[config.mk]
export PLATFORM = sky130hd
export DESIGN_NAME = sine_phase_tracker
export DESIGN_NICKNAME = d
export VERILOG_FILES = /design/src/rtl/sine_phase_tracker.sv
export SDC_FILE = /design/constraint.sdc
export NUM_CORES = 1
export LEC_CHECK = 0
export BUFFER_PORTS_ARGS = -buffer_cell sky130_fd_sc_hd__clkbuf_2
export CORE_MARGIN = 2
export CORE_UTILIZATION = 30
export DETAILED_ROUTE_END_ITERATION = 8
export GPL_TIMING_DRIVEN = 0
export SETUP_SLACK_MARGIN = 0.4
export SYNTH_ARGS = -nofsm -noshare
export SYNTH_HDL_FRONTEND = slang
export SYNTH_SLANG_ARGS = --single-unit
[constraint.sdc]
create_clock -name clk -period 5 [get_ports clk]
set_input_delay 1 -clock clk [delete_from_list [all_inputs] [get_ports clk]]
set_output_delay 1 -clock clk [all_outputs]
set_load 0.05 [all_outputs]
[src/rtl/sine_phase_tracker.sv]
// sine_phase_tracker: recovers period, lock, per-sample phase increment and an 8-bit phase from an offset-binary sine stream.
// Define SINE_TRACK_HYST_EN to apply +/-HYST hysteresis around the midpoint; otherwise thresholds sit exactly at 128/127.
module sine_phase_tracker #(
    parameter int HYST     = 4,
    parameter int LOCK_TOL = 2
) (
    input  logic        clk,
    input  logic        rst_n,
    input  logic        sample_valid,
    input  logic [7:0]  sample,
    output logic        rising,
    output logic [15:0] period,
    output logic        period_valid,
    output logic        locked,
    output logic [15:0] phase_inc,
    output logic        inc_valid,
    output logic [7:0]  phase
);

`ifdef SINE_TRACK_HYST_EN
    localparam int H = HYST;
`else
    localparam int H = 0 * HYST;
`endif
    localparam logic [8:0]  ABOVE_TH = 9'(128 + H);
    localparam logic [8:0]  BELOW_TH = 9'(127 - H);
    localparam logic [15:0] TOL      = 16'(LOCK_TOL);

    typedef enum logic [1:0] {IDLE, LOW, HIGH} level_e;

    level_e      state_q, state_d;
    logic        have_ref_q, have_ref_d;
    logic        have_prev_q, have_prev_d;
    logic [15:0] count_q, count_d;
    logic        rising_q, rising_d;
    logic [15:0] period_q, period_d;
    logic        period_valid_q, period_valid_d;
    logic        locked_q, locked_d;
    logic [15:0] phase_inc_q, phase_inc_d;
    logic        inc_valid_q, inc_valid_d;
    logic        inc_ok_q, inc_ok_d;
    logic [15:0] acc_q, acc_d;
    logic        div_busy_q, div_busy_d;
    logic [4:0]  div_iter_q, div_iter_d;
    logic [15:0] div_rem_q, div_rem_d;
    logic [16:0] div_quo_q, div_quo_d;
    logic [15:0] div_den_q, div_den_d;

    logic        above, below, rise, sat;
    logic [15:0] period_new, period_diff;
    logic [16:0] rem_shift;
    logic        rem_fits;

    assign above       = {1'b0, sample} >= ABOVE_TH;
    assign below       = {1'b0, sample} <= BELOW_TH;
    assign rise        = sample_valid && (state_q == LOW) && above;
    assign sat         = sample_valid && have_ref_q && (count_q == 16'hFFFF);
    assign period_new  = count_q + 16'd1;
    assign period_diff = (period_new >= period_q) ? (period_new - period_q) : (period_q - period_new);

    always_ff @(posedge clk or negedge rst_n) begin
        if (!rst_n) begin
            state_q        <= IDLE;
            have_ref_q     <= 1'b0;
            have_prev_q    <= 1'b0;
            count_q        <= '0;
            rising_q       <= 1'b0;
            period_q       <= '0;
            period_valid_q <= 1'b0;
            locked_q       <= 1'b0;
            phase_inc_q    <= '0;
            inc_valid_q    <= 1'b0;
            inc_ok_q       <= 1'b0;
            acc_q          <= '0;
            div_busy_q     <= 1'b0;
            div_iter_q     <= '0;
            div_rem_q      <= '0;
            div_quo_q      <= '0;
            div_den_q      <= '0;
        end else begin
            state_q        <= state_d;
            have_ref_q     <= have_ref_d;
            have_prev_q    <= have_prev_d;
            count_q        <= count_d;
            rising_q       <= rising_d;
            period_q       <= period_d;
            period_valid_q <= period_valid_d;
            locked_q       <= locked_d;
            phase_inc_q    <= phase_inc_d;
            inc_valid_q    <= inc_valid_d;
            inc_ok_q       <= inc_ok_d;
            acc_q          <= acc_d;
            div_busy_q     <= div_busy_d;
            div_iter_q     <= div_iter_d;
            div_rem_q      <= div_rem_d;
            div_quo_q      <= div_quo_d;
            div_den_q      <= div_den_d;
        end
    end

    always_comb begin
        state_d = state_q;
        if (sample_valid) begin
            case (state_q)
                IDLE:    if (above) state_d = HIGH; else if (below) state_d = LOW;
                LOW:     if (above) state_d = HIGH;
                HIGH:    if (below) state_d = LOW;
                default: state_d = IDLE;
            endcase
        end
    end

    // Saturation is applied first so a crossing on the same sample falls into the new-reference path.
    always_comb begin
        have_ref_d     = have_ref_q;
        have_prev_d    = have_prev_q;
        count_d        = count_q;
        period_d       = period_q;
        locked_d       = locked_q;
        period_valid_d = 1'b0;
        rising_d       = rise;
        if (sample_valid && have_ref_q) count_d = count_q + 16'd1;
        if (sat) begin
            have_ref_d  = 1'b0;
            have_prev_d = 1'b0;
            locked_d    = 1'b0;
            count_d     = '0;
        end
        if (rise) begin
            count_d = '0;
            if (!have_ref_q || sat) begin
                have_ref_d  = 1'b1;
                have_prev_d = 1'b0;
                locked_d    = 1'b0;
            end else begin
                period_d       = period_new;
                period_valid_d = 1'b1;
                have_prev_d    = 1'b1;
                locked_d       = have_prev_q && (period_diff <= TOL);
            end
        end
    end

    // Restoring divide of 2^16 by the period; the dividend's only set bit enters on iteration 0.
    always_comb begin
        div_busy_d  = div_busy_q;
        div_iter_d  = div_iter_q;
        div_rem_d   = div_rem_q;
        div_quo_d   = div_quo_q;
        div_den_d   = div_den_q;
        phase_inc_d = phase_inc_q;
        inc_valid_d = 1'b0;
        inc_ok_d    = inc_ok_q;
        rem_shift   = {div_rem_q, (div_iter_q == 5'd0)};
        rem_fits    = rem_shift >= {1'b0, div_den_q};
        if (period_valid_q) begin
            div_busy_d = 1'b1;
            div_iter_d = '0;
            div_rem_d  = '0;
            div_quo_d  = '0;
            div_den_d  = period_q;
        end else if (div_busy_q) begin
            div_rem_d  = rem_fits ? 16'(rem_shift - {1'b0, div_den_q}) : rem_shift[15:0];
            div_quo_d  = {div_quo_q[15:0], rem_fits};
            div_iter_d = div_iter_q + 5'd1;
            if (div_iter_q == 5'd16) begin
                div_busy_d  = 1'b0;
                inc_valid_d = 1'b1;
                inc_ok_d    = 1'b1;
                phase_inc_d = div_quo_d[16] ? 16'hFFFF : div_quo_d[15:0];
            end
        end
    end

    always_comb begin
        acc_d = acc_q;
        if (rise) acc_d = '0;
        else if (sample_valid && inc_ok_q) acc_d = acc_q + phase_inc_q;
    end

    assign rising       = rising_q;
    assign period       = period_q;
    assign period_valid = period_valid_q;
    assign locked       = locked_q;
    assign phase_inc    = phase_inc_q;
    assign inc_valid    = inc_valid_q;
    assign phase        = acc_q[15:8];

endmodule

; ---- Yosys cells after proc, flatten, opt, wreduce, memory -nomap -nowiden
; Index checks and enable logic that the tools add are counted.
[op_classes]
multipliers = 0
n_reduce_logical = 17
magnitude_cmp = 5
addsub = 6
bitwise_logic = 2
muxes = 33
n_eq_ne = 5
shift = 0
n_div = 0
[ops]
columns = operator, count
row1 = 2-to-1 mux 16 bit, 12
row2 = subtractor 16 bit, 3
row3 = greater-or-equal comparator 17 x 16 -> 1 bit, 1
row4 = "adder 16 x 1 -> 16 bit, second input constant", 1
row5 = adder 16 bit, 1
row6 = "== test 16 bit, second input constant", 1
row7 = greater-or-equal comparator 16 bit, 1
row8 = "less-or-equal comparator 16 x 2 -> 1 bit, second input constant", 1
row9 = 2-to-1 mux 1 bit, 15
row10 = 2-to-1 mux 5 bit, 2
row11 = "greater-or-equal comparator 8 bit, second input constant", 1
row12 = "less-or-equal comparator 8 x 7 -> 1 bit, second input constant", 1
row13 = logical AND 1 bit, 6
row14 = 2-to-1 mux 2 bit, 3
row15 = one-hot mux 2 bit (3 select lines), 1
row16 = nonzero test 2 bit, 3
row17 = "adder 5 x 1 -> 5 bit, second input constant", 1
row18 = "== test 5 bit, second input constant", 1
row19 = zero test 5 bit, 1
row20 = AND reduction 2 bit, 2
row21 = AND reduction 3 bit, 1
row22 = nonzero test 3 bit, 1
row23 = "== test 2 x 1 -> 1 bit, second input constant", 1
row24 = "== test 2 bit, second input constant", 1
row25 = other kinds (5), 6
[totals]
reg_bits = 127
memories = 0
ram_bits = 0
latch_bits = 0
input_bits = 11
elab_cells = 85
rom_bits = 0
output_inout_bits = 44

; ---- Logic depth before layout (Yosys ltp)
; Gate-level depths: netlist (run 1).
[logic_depth]
depth_word = 7
ltp_mapped = 21
mapped_depth_nobuf = 18

; ---- Least setup slack after synthesis (run 1)
; OpenSTA, ideal clock, no wires.
[synth_timing]
path_kind = register to register
start = register count_q[0]
end = register locked_q (netlist: locked)
setup_ns = 0.122
required_ns = 4.878
path_stages_with_launch = 22
slack_ns = 0.815
t_arrival_ns = 4.064
n_path_buf = 3
period_less_slack_ns = 4.185
cell_sequence = dfrtp_1 -> nand3_1 -> nor2_1 -> and3_1 -> and3_1 -> and3_1 -> clkbuf_1 -> nand3_1 -> xor2_1 -> inv_1 -> ha_1 -> buf_4 -> a21oi_1 -> o21a_1 -> a21boi_0 -> and2_1 -> buf_4 -> a21oi_1 -> a211o_2 -> a31o_1 -> o211a_1 -> a32o_1
[synth_between]
elab_chain_cells = 7
elab_cells_between_ends = 13
classes_between = 3 x add/sub / 2 x order compare / 1 x eq/ne / 3 x mux / 4 x reduce/logical
[synth_rtl]
columns = element, line
row1 = "start, declared", 34  ; logic [15:0] count_q, count_d;
row2 = "start signal, assigned", 84  ; count_q <= count_d;
row3 = adder 16 x 1 -> 16 bit (*), 58  ; assign period_new = count_q + 16'd1;
row4 = net period_new[13], 50  ; logic [15:0] period_new, period_diff;
row5 = subtractor 16 bit / greater-or-equal comparator 16 bit (equally long branches), 59  ; assign period_diff = (period_new >= period_q) ? (period_new - period_q) : (period_q - period_new);
row6 = 2-to-1 mux 16 bit (*), 59
row7 = less-or-equal comparator 16 x 2 -> 1 bit (*), 139  ; locked_d = have_prev_q && (period_diff <= TOL);
row8 = logical AND 1 bit (*), 139
row9 = 2-to-1 mux 1 bit (*), 131  ; if (!have_ref_q || sat) begin
row10 = 2-to-1 mux 1 bit (*), 129  ; if (rise) begin
row11 = "end signal, assigned", 88  ; locked_q <= locked_d;
row12 = "end, declared", 38  ; logic locked_q, locked_d;
; Mark *: on every way through the listed nets, which the timed path passes. The rest lies on a longest branch.
; A chain may end at the register's enable or synchronous reset.

; ---- Final worst setup path (run 1)
[layout_timing]
start = register count_q[3]
end = register locked_q (netlist: locked)
; The elaborated chain is that of the path after synthesis.

==> results of run 1 <==
power by group through the flow:
| stage | combinational (µW) | sequential [µW] | clock, µW |
|---|---|---|---|
| finish | 3600 | 1680 | 1290 |
| floorplan | 2500 | 1880 | 0 |
| global route | 3990 | 1720 | 1360 |
| CTS | 3540 | 1690 | 1310 |
| detailed placement | 3510 | 1700 | 0 |
| global placement | 3450 | 1700 | 0 |
per-layer routing:
layer	GRT usage	vias to the layer above	wire [µm]
met1	0.199	3615	10900
met2	0.250	149	10800
met4	0.0527	0	481
met5	0	-	0
met3	0.0249	29	791
li1	-	3736	-
kinds of logic (layout without fill, tap and decap cells):
kind of cell               after synthesis  in the layout  share of synthesized area
and+or+nand+nor                        345            345                      0.187
AOI/OAI and AO/OA                      261            261                      0.200
buffers and inverters                  137            222                     0.0656
DFF                                    127            127                      0.360
adders and majority gates               69             69                      0.101
xor gates and xnor gates                60             60                     0.0595
muxes                                   22             22                     0.0266
worst max path at each step:
| stage | from | to | slack, ns | depth (start not counted) |
|---|---|---|---|---|
| floorplan | count_q[0]$_DFFE_PN0P_ | locked$_DFFE_PN0P_ | 0.81 | 21 |
| global placement | count_q[0]$_DFFE_PN0P_ | locked$_DFFE_PN0P_ | 0.17 | 19 |
| detailed placement | count_q[0]$_DFFE_PN0P_ | locked$_DFFE_PN0P_ | 0.11 | 19 |
| CTS | count_q[2]$_DFFE_PN0P_ | locked$_DFFE_PN0P_ | 0.44 | 19 |
| global route | count_q[3]$_DFFE_PN0P_ | locked$_DFFE_PN0P_ | 0.37 | 21 |
| finish | count_q[3]$_DFFE_PN0P_ | locked$_DFFE_PN0P_ | 0.65 | 21 |
stage by stage:
stage | power [µW] | util | hold slack (ns) | cell area [µm²]
2_1_floorplan | 4380 | - | 0.447 | 8830
3_3_place_gp | 5150 | 0.331 | 0.480 | 9540
3_5_place_dp | 5210 | 0.332 | 0.490 | 9570
4_1_cts | 6540 | 0.353 | 0.504 | 10200
5_1_grt | 7070 | 0.357 | 0.518 | 10300
6_report | 6570 | 0.357 | 0.507 | 10300
cell type report:
| cell class | count | area, µm² | share of cell area |
|---|---|---|---|
| Buffer | 61 | 297 | 0.0288 |
| Clock buffer | 18 | 429 | 0.0416 |
| Clock inverter | 14 | 183 | 0.0177 |
| Inverter | 76 | 285 | 0.0277 |
| Multi-Input combinational cell | 757 | 5140 | 0.499 |
| Sequential cell | 127 | 3180 | 0.309 |
| Tap cell | 384 | 480 | 0.0466 |
| Timing Repair Buffer | 53 | 312 | 0.0302 |
repair_timing:
item,in CTS,in global routing
buffers inserted,0,6
endpoints found under the hold margin,0,0
setup endpoints to repair,1,1
pin swaps,0,2
resized for setup,6,14
sequential cells by signal (all words and copies together) (netlist names):
name	cells
acc_q	16
count_q	16
div_busy_q	1
div_den_q	16
div_iter_q	5
div_quo_q	16
div_rem_q	16
have_prev_q	1
have_ref_q	1
inc_ok_q	1
inc_valid	1
locked	1
period	16
period_valid	1
phase_inc	16
rising	1
state_q	2
cells in the final DEF, fill, tap and decap left out, drive strengths merged, types with 33 or more instances in the layout:
master | netlist | layout
inv | 76 | 80
a21oi | 50 | 50
clkbuf | 35 | 99
nand2 | 92 | 92
buf | 26 | 33
ha | 65 | 65
nor2 | 115 | 115
nand3 | 38 | 38
dfrtp | 127 | 127
o21ai | 81 | 81
==> results by group, run 1 <==
Clocking
  • Hold buffer count at cts: 0
  • H-tree levels: 4
  • Root Driver: clkbuf_16
  • # clock sinks: 127
  • CTS tree: built
  • TritonCTS buffer count: 17
  • Reg clk slew, reported paths: 0.06 ns
  • Worst skew pair latency: 0.42 ns
  • Longest Clk Path Bufs: 2

Cells and area
  • Layout Nets: 1173
  • Non-Filler Instances: 1490
  • Number of fill cells: 2971
  • Synth-to-Final Area Change: 16.8%
  • Share of cells above drive strength 1: 0.137
  • Ant diodes: 0

Worst setup path
  • Launching point of the worst reg2reg path: count_q[3]$_DFFE_PN0P_
  • WP data arrival: 4.66 ns
  • CP Buf/Inv Count: 4
  • R2R setup slack: 0.65 ns
  • Worst setup SP type: flip-flop
  • Required time of the worst setup path: 5.31 ns
  • CP Cell Sequence: nand2_1 > nor2_4 > and3_4 > and3_1 > and3_1 > clkbuf_2 > nand3_1 > xor2_2 > inv_1 > ha_1 > buf_4 > and4_2 > o211ai_1 > a21o_1 > and2_1 > buf_4 > a221oi_4 > nand2_1 > a31o_1 > o211a_1 > a32o_1
  • Delay-heaviest family, CP: simple AND/OR/NAND/NOR gates
  • CP max stage delay: 0.42 ns
  • Crit Path Class: flip-flop to flip-flop
  • Largest fanout on the critical path: 8
  • Critical path's slowest cell: dfrtp_2
  • Reg-to-reg endpoint: locked$_DFFE_PN0P_
  • R2R depth: 21
  • CP endpoint kind: flip-flop

Logic synthesis
  • Number of synthesized flops with an enable pin: 0
  • Seq cells post-synth: 127
  • Syn. warnings: 0
  • Netlist Area Pre-Place: 8830 µm²
  • Mean post-synth cell area: 8.65 µm²
  • FFs w/ async S/R, synth: 1.00
  • Post-synth top area cell: dfrtp_1
  • Synth cell types: 83
  • Main synth FF type: dfrtp_1
  • Cell count after synthesis: 1021
  • Commonest cells post-synth: 127 x dfrtp_1, 115 x nor2_1, 89 x nand2_1
  • Top post-synthesis cells by area: dfrtp_1 36%, ha_1 9.2%, nor2_1 4.9%
  • Area share of the largest cell type after synthesis: 0.360
  • Syn_nets: 1101
  • Most common cell in the synthesized netlist: dfrtp_1
  • Seq/Total Area, Yosys: 0.360

Power
  • Pwr dens: 637 nW/µm²
  • Maximum vdd drop: 0.000604 V
  • Leak: 0.00487 µW
  • Clock group share of total power: 0.196
  • Net switching power: 2980 µW
  • Sequential share of power: 0.256
  • Combinational power share: 0.548
  • Sw Share: 0.454
  • Pint: 3590 µW

Routing
  • Via density: 5.05
  • Total routed wirelength: 22.9 mm
  • Starting DRT DRC Count: 567
  • First-pass detailed-route iteration total: 8
  • DR vias: 7529
  • Routed wire length per instance: 15.4 µm
  • Antenna Nets Post-Route: 0
  • Drt drc: 0

Run
  • Max_cap viols: 0

GRT
  • Overflow after GRT: 0
  • First-pass GRT wire length: 37.5 mm
  • Largest net degree at the start of global routing: 77
  • Initial antenna violation count: 0
  • Gr usage total: 0.151
  • Vias in the first global route: 7279

Floorplan
  • Cell Rows: 62
  • Die H: 176 µm
  • Die width: 176 µm
  • Ports: 55
  • Core box area: 28900 µm²
  • Initial core utilization: 0.306
  • Die area: 30800 µm²

Timing
  • Period utilization: 0.870
  • Minimum clock period: 4.35 ns
  • Worst Skew: 0.00492 ns
  • Slew Viols, Final: 0
  • Least-Margin Pin Slew: 0.924 ns
  • Final setup viols: 0
  • Final WS setup: 0.649 ns
  • Setup TNS: 0 ns
  • Unrepaired setup endpoints after global routing: no
  • Fmax achieved: 230 MHz
  • Final hold viol count: 0
  • Rel. slew slack: 0.376

Placed design
  • Detailed Place HPWL: 17.1 mm
  • DP Worst Slack: 0.112 ns
  • RePlAce Congestion: 0.897
  • IO Port Bufs: 46
  • Cells after DPL: 1452

Hold path
  • Hold Path Cell Cnt: 1
  • Hold Path Origin: have_ref_q$_DFF_PN0_
  • Worst Hold Path EP: have_ref_q$_DFF_PN0_
  • Path type of the worst min-delay path: flip-flop to flip-flop

Run status
  • Status: finished clean
(Power assumes the default switching activity.)
==> inputs of run 2 (changes only) <==
Settings changed: MAX_ROUTING_LAYER set to met4.
Clock period 5 ns to 5.2 ns, I/O delays scaled along.
==> run 2 against run 1 <==
Clock power down 5%. Register-to-register slack better by 0.08 ns. Critical path type unchanged. Final area decreased by 0.98%. Power is 5.1% lower. Via count shrank 1.1%. Clock-buffer cell count rose by 1. Global-route usage up 0.30 points. Sequential power shrank 4%. Critical endpoint unchanged. Die area stayed put. Critical path depth fell by 2. Sequential cell count unchanged.
==> results by group, run 2 (synthesis results as in run 1) <==
Run status
  • Status: finished clean

Floorplan
  • Die area: 30800 µm² (unchanged)
  • Core box area: 28900 µm² (unchanged)
  • Die width: 176 µm (unchanged)
  • Die H: 176 µm (unchanged)
  • Ports: 55 (unchanged)
  • Initial core utilization: 0.306 (unchanged)
  • Cell Rows: 62 (unchanged)

Timing
  • WHS: 0.503 ns (-0.00381 ns)
  • Final WS setup: 0.728 ns (+0.0782 ns)
  • Rel. slew slack: 0.374 (-0.00177)
  • Final setup viols: 0 (unchanged)
  • Worst Skew: 0.00899 ns (+0.00406 ns)
  • Minimum clock period: 4.47 ns (+0.122 ns)
  • Fmax achieved: 224 MHz (-2.7%)
  • Unrepaired setup endpoints after global routing: no
  • Slew Viols, Final: 0 (unchanged)
  • Period utilization: 0.860 (-0.0100)
  • Final hold viol count: 0 (unchanged)
  • Setup TNS: 0 ns (unchanged)
  • Least-Margin Pin Slew: 0.927 ns (+0.00263 ns)

GRT
  • Vias in the first global route: 7291 (+0.16%)
  • Met1 GRT Util: 0.197 (-0.00201)
  • M3 GR Usage: 0.0299 (+0.00498)
  • Gr usage total: 0.154 (+0.00299)
  • First-pass GRT wire length: 37.1 mm (-0.97%)
  • Largest net degree at the start of global routing: 66 (-14%)
  • Initial antenna violation count: 0 (unchanged)
  • M2 GR Usage: 0.250 (+0.000328)
  • Grt peak-use layer: met2
  • Overflow after GRT: 0 (unchanged)

Worst setup path
  • Crit Path Class: flip-flop to flip-flop
  • CP Cell Sequence: nand3_1 > nor2_2 > and3_1 > and3_1 > and3_1 > clkbuf_2 > nand3_1 > xor2_2 > inv_1 > ha_1 > buf_4 > and4_1 > o211ai_1 > a21o_1 > nand2_2 > mux4_2 > a31o_1 > o211a_1 > a32o_1
  • Worst setup SP type: flip-flop
  • Critical path's slowest cell: mux4_2
  • Delay-heaviest family, CP: simple AND/OR/NAND/NOR gates
  • R2R setup slack: 0.73 ns (+0.08 ns)
  • CP Buf/Inv Count: 3 (-1)
  • Most common cell on crit path: and3_1
  • WP data arrival: 4.78 ns (+0.12 ns)
  • CP max stage delay: 0.53 ns (+0.11 ns)
  • CP endpoint kind: flip-flop
  • Largest fanout on the critical path: 8 (unchanged)
  • Required time of the worst setup path: 5.51 ns (+0.20 ns)

Power
  • Maximum vdd drop: 0.000538 V (-11%)
  • Power Total: 6240 µW (-5.1%)
  • Pwr dens: 611 nW/µm² (-4.1%)
  • Leak: 0.00482 µW (-1.0%)

Routing
  • Drt drc: 0 (unchanged)
  • Routed wire length per instance: 15.1 µm (-1.5%)
  • Total routed wirelength: 22.5 mm (-1.9%)
  • Antenna Nets Post-Route: 0 (unchanged)
  • Starting DRT DRC Count: 462 (-19%)
  • DR vias: 7449 (-1.1%)
  • Via density: 5.02 (-0.66%)
  • First-pass detailed-route iteration total: 5 (-3)

Cells and area
  • Synth-to-Final Area Change: 15.6%
  • Commonest non-fill, non-tap cells in the layout: 126 x dfrtp_1, 114 x nor2_1, 89 x nand2_1
  • Share of cells above drive strength 1: 0.125 (-0.0120)
  • Ant diodes: 0 (unchanged)
  • Number of fill cells: 3035 (+2.2%)
  • Layout Nets: 1167 (-0.51%)
  • Commonest non-fill, non-tap cell in the layout: dfrtp_1
  • Non-Filler Instances: 1484 (-0.40%)

Clocking
  • H-tree levels: 4 (unchanged)
  • Worst skew pair latency: 0.42 ns (about the same)
  • Longest Clk Path Bufs: 2 (unchanged)
  • Reg clk slew, reported paths: 0.06 ns (about the same)
  • Hold buffer count at cts: 0 (unchanged)
  • Root Driver: clkbuf_16
  • # clock sinks: 127 (unchanged)
  • CTS tree: built
  • TritonCTS buffer count: 17 (unchanged)

Placed design
  • Cells after DPL: 1452 (unchanged)
  • Detailed Place HPWL: 16.9 mm (-1.3%)
  • RePlAce Congestion: 0.923 (+2.8%)
  • IO Port Bufs: 46 (unchanged)
  • DP Worst Slack: 0.310 ns (+0.198 ns)

Hold path
  • Path type of the worst min-delay path: flip-flop to flip-flop

Run
  • Max_cap viols: 0 (unchanged)
## run 2: through the flow
step	utilization	area (µm²)
2_1_floorplan	-	8830
3_3_place_gp	0.331	9540
3_5_place_dp	0.332	9570
4_1_cts	0.353	10200
5_1_grt	0.354	10200
6_report	0.354	10200
## run 2: worst paths after layout
path                            cells past startpoint                        end                    from
worst max-delay path                               19         locked$_DFFE_PN0P_  count_q[2]$_DFFE_PN0P_
worst min-delay path                                2       acc_q[4]$_DFFE_PN0P_    acc_q[4]$_DFFE_PN0P_
worst max register to register                     19         locked$_DFFE_PN0P_  count_q[2]$_DFFE_PN0P_
worst min register to register                      2       acc_q[4]$_DFFE_PN0P_    acc_q[4]$_DFFE_PN0P_
max in group asynchronous                           2  div_den_q[14]$_DFFE_PN0P_                   rst_n
min in group asynchronous                           1   div_quo_q[8]$_DFFE_PN0P_                   rst_n
## run 2: cell type report
type | count | area, µm² | area share
Tap cell | 384 | 480 | 0.0471
Buffer | 61 | 295 | 0.0289
Sequential cell | 127 | 3180 | 0.312
Inverter | 76 | 285 | 0.0280
Multi-Input combinational cell | 757 | 5090 | 0.499
Timing Repair Buffer | 47 | 267 | 0.0261
Clock inverter | 13 | 165 | 0.0162
Clock buffer | 19 | 443 | 0.0434
## run 2: what timing repair did
action / 4_1_cts / 5_1_grt
buffers inserted: 0 / 0
resized for setup: 2 / 6
setup endpoints to repair: 1 / 1
pin swaps: 0 / 0
## run 2: where the power goes
group / total, µW / leakage (µW) / switching, µW / internal (µW)
Sequential: 1620 / 0.00164 / 309 / 1310
Clock: 1230 / 0.000285 / 462 / 767
Combinational: 3390 / 0.00290 / 2050 / 1340
Total: 6240 / 0.00482 / 2820 / 3420
## run 2: per-layer routing
metal | part of all wire | up-vias
met3 | 0.039 | 20
li1 | - | 3726
met4 | 0.013 | 0
met1 | 0.47 | 3562
met5 | 0 | -
met2 | 0.48 | 141
## run 2: worst register-to-register path, cell delays in order (launching register included)
cell and delay (ns):
dfrtp_1 0.43, nand3_1 0.18, nor2_2 0.20, and3_1 0.24, and3_1 0.23, and3_1 0.17, clkbuf_2 0.17, nand3_1 0.15
xor2_2 0.24, inv_1 0.07, ha_1 0.27, buf_4 0.14, and4_1 0.27, o211ai_1 0.12, a21o_1 0.22, nand2_2 0.15
mux4_2 0.53, a31o_1 0.23, o211a_1 0.14, a32o_1 0.22
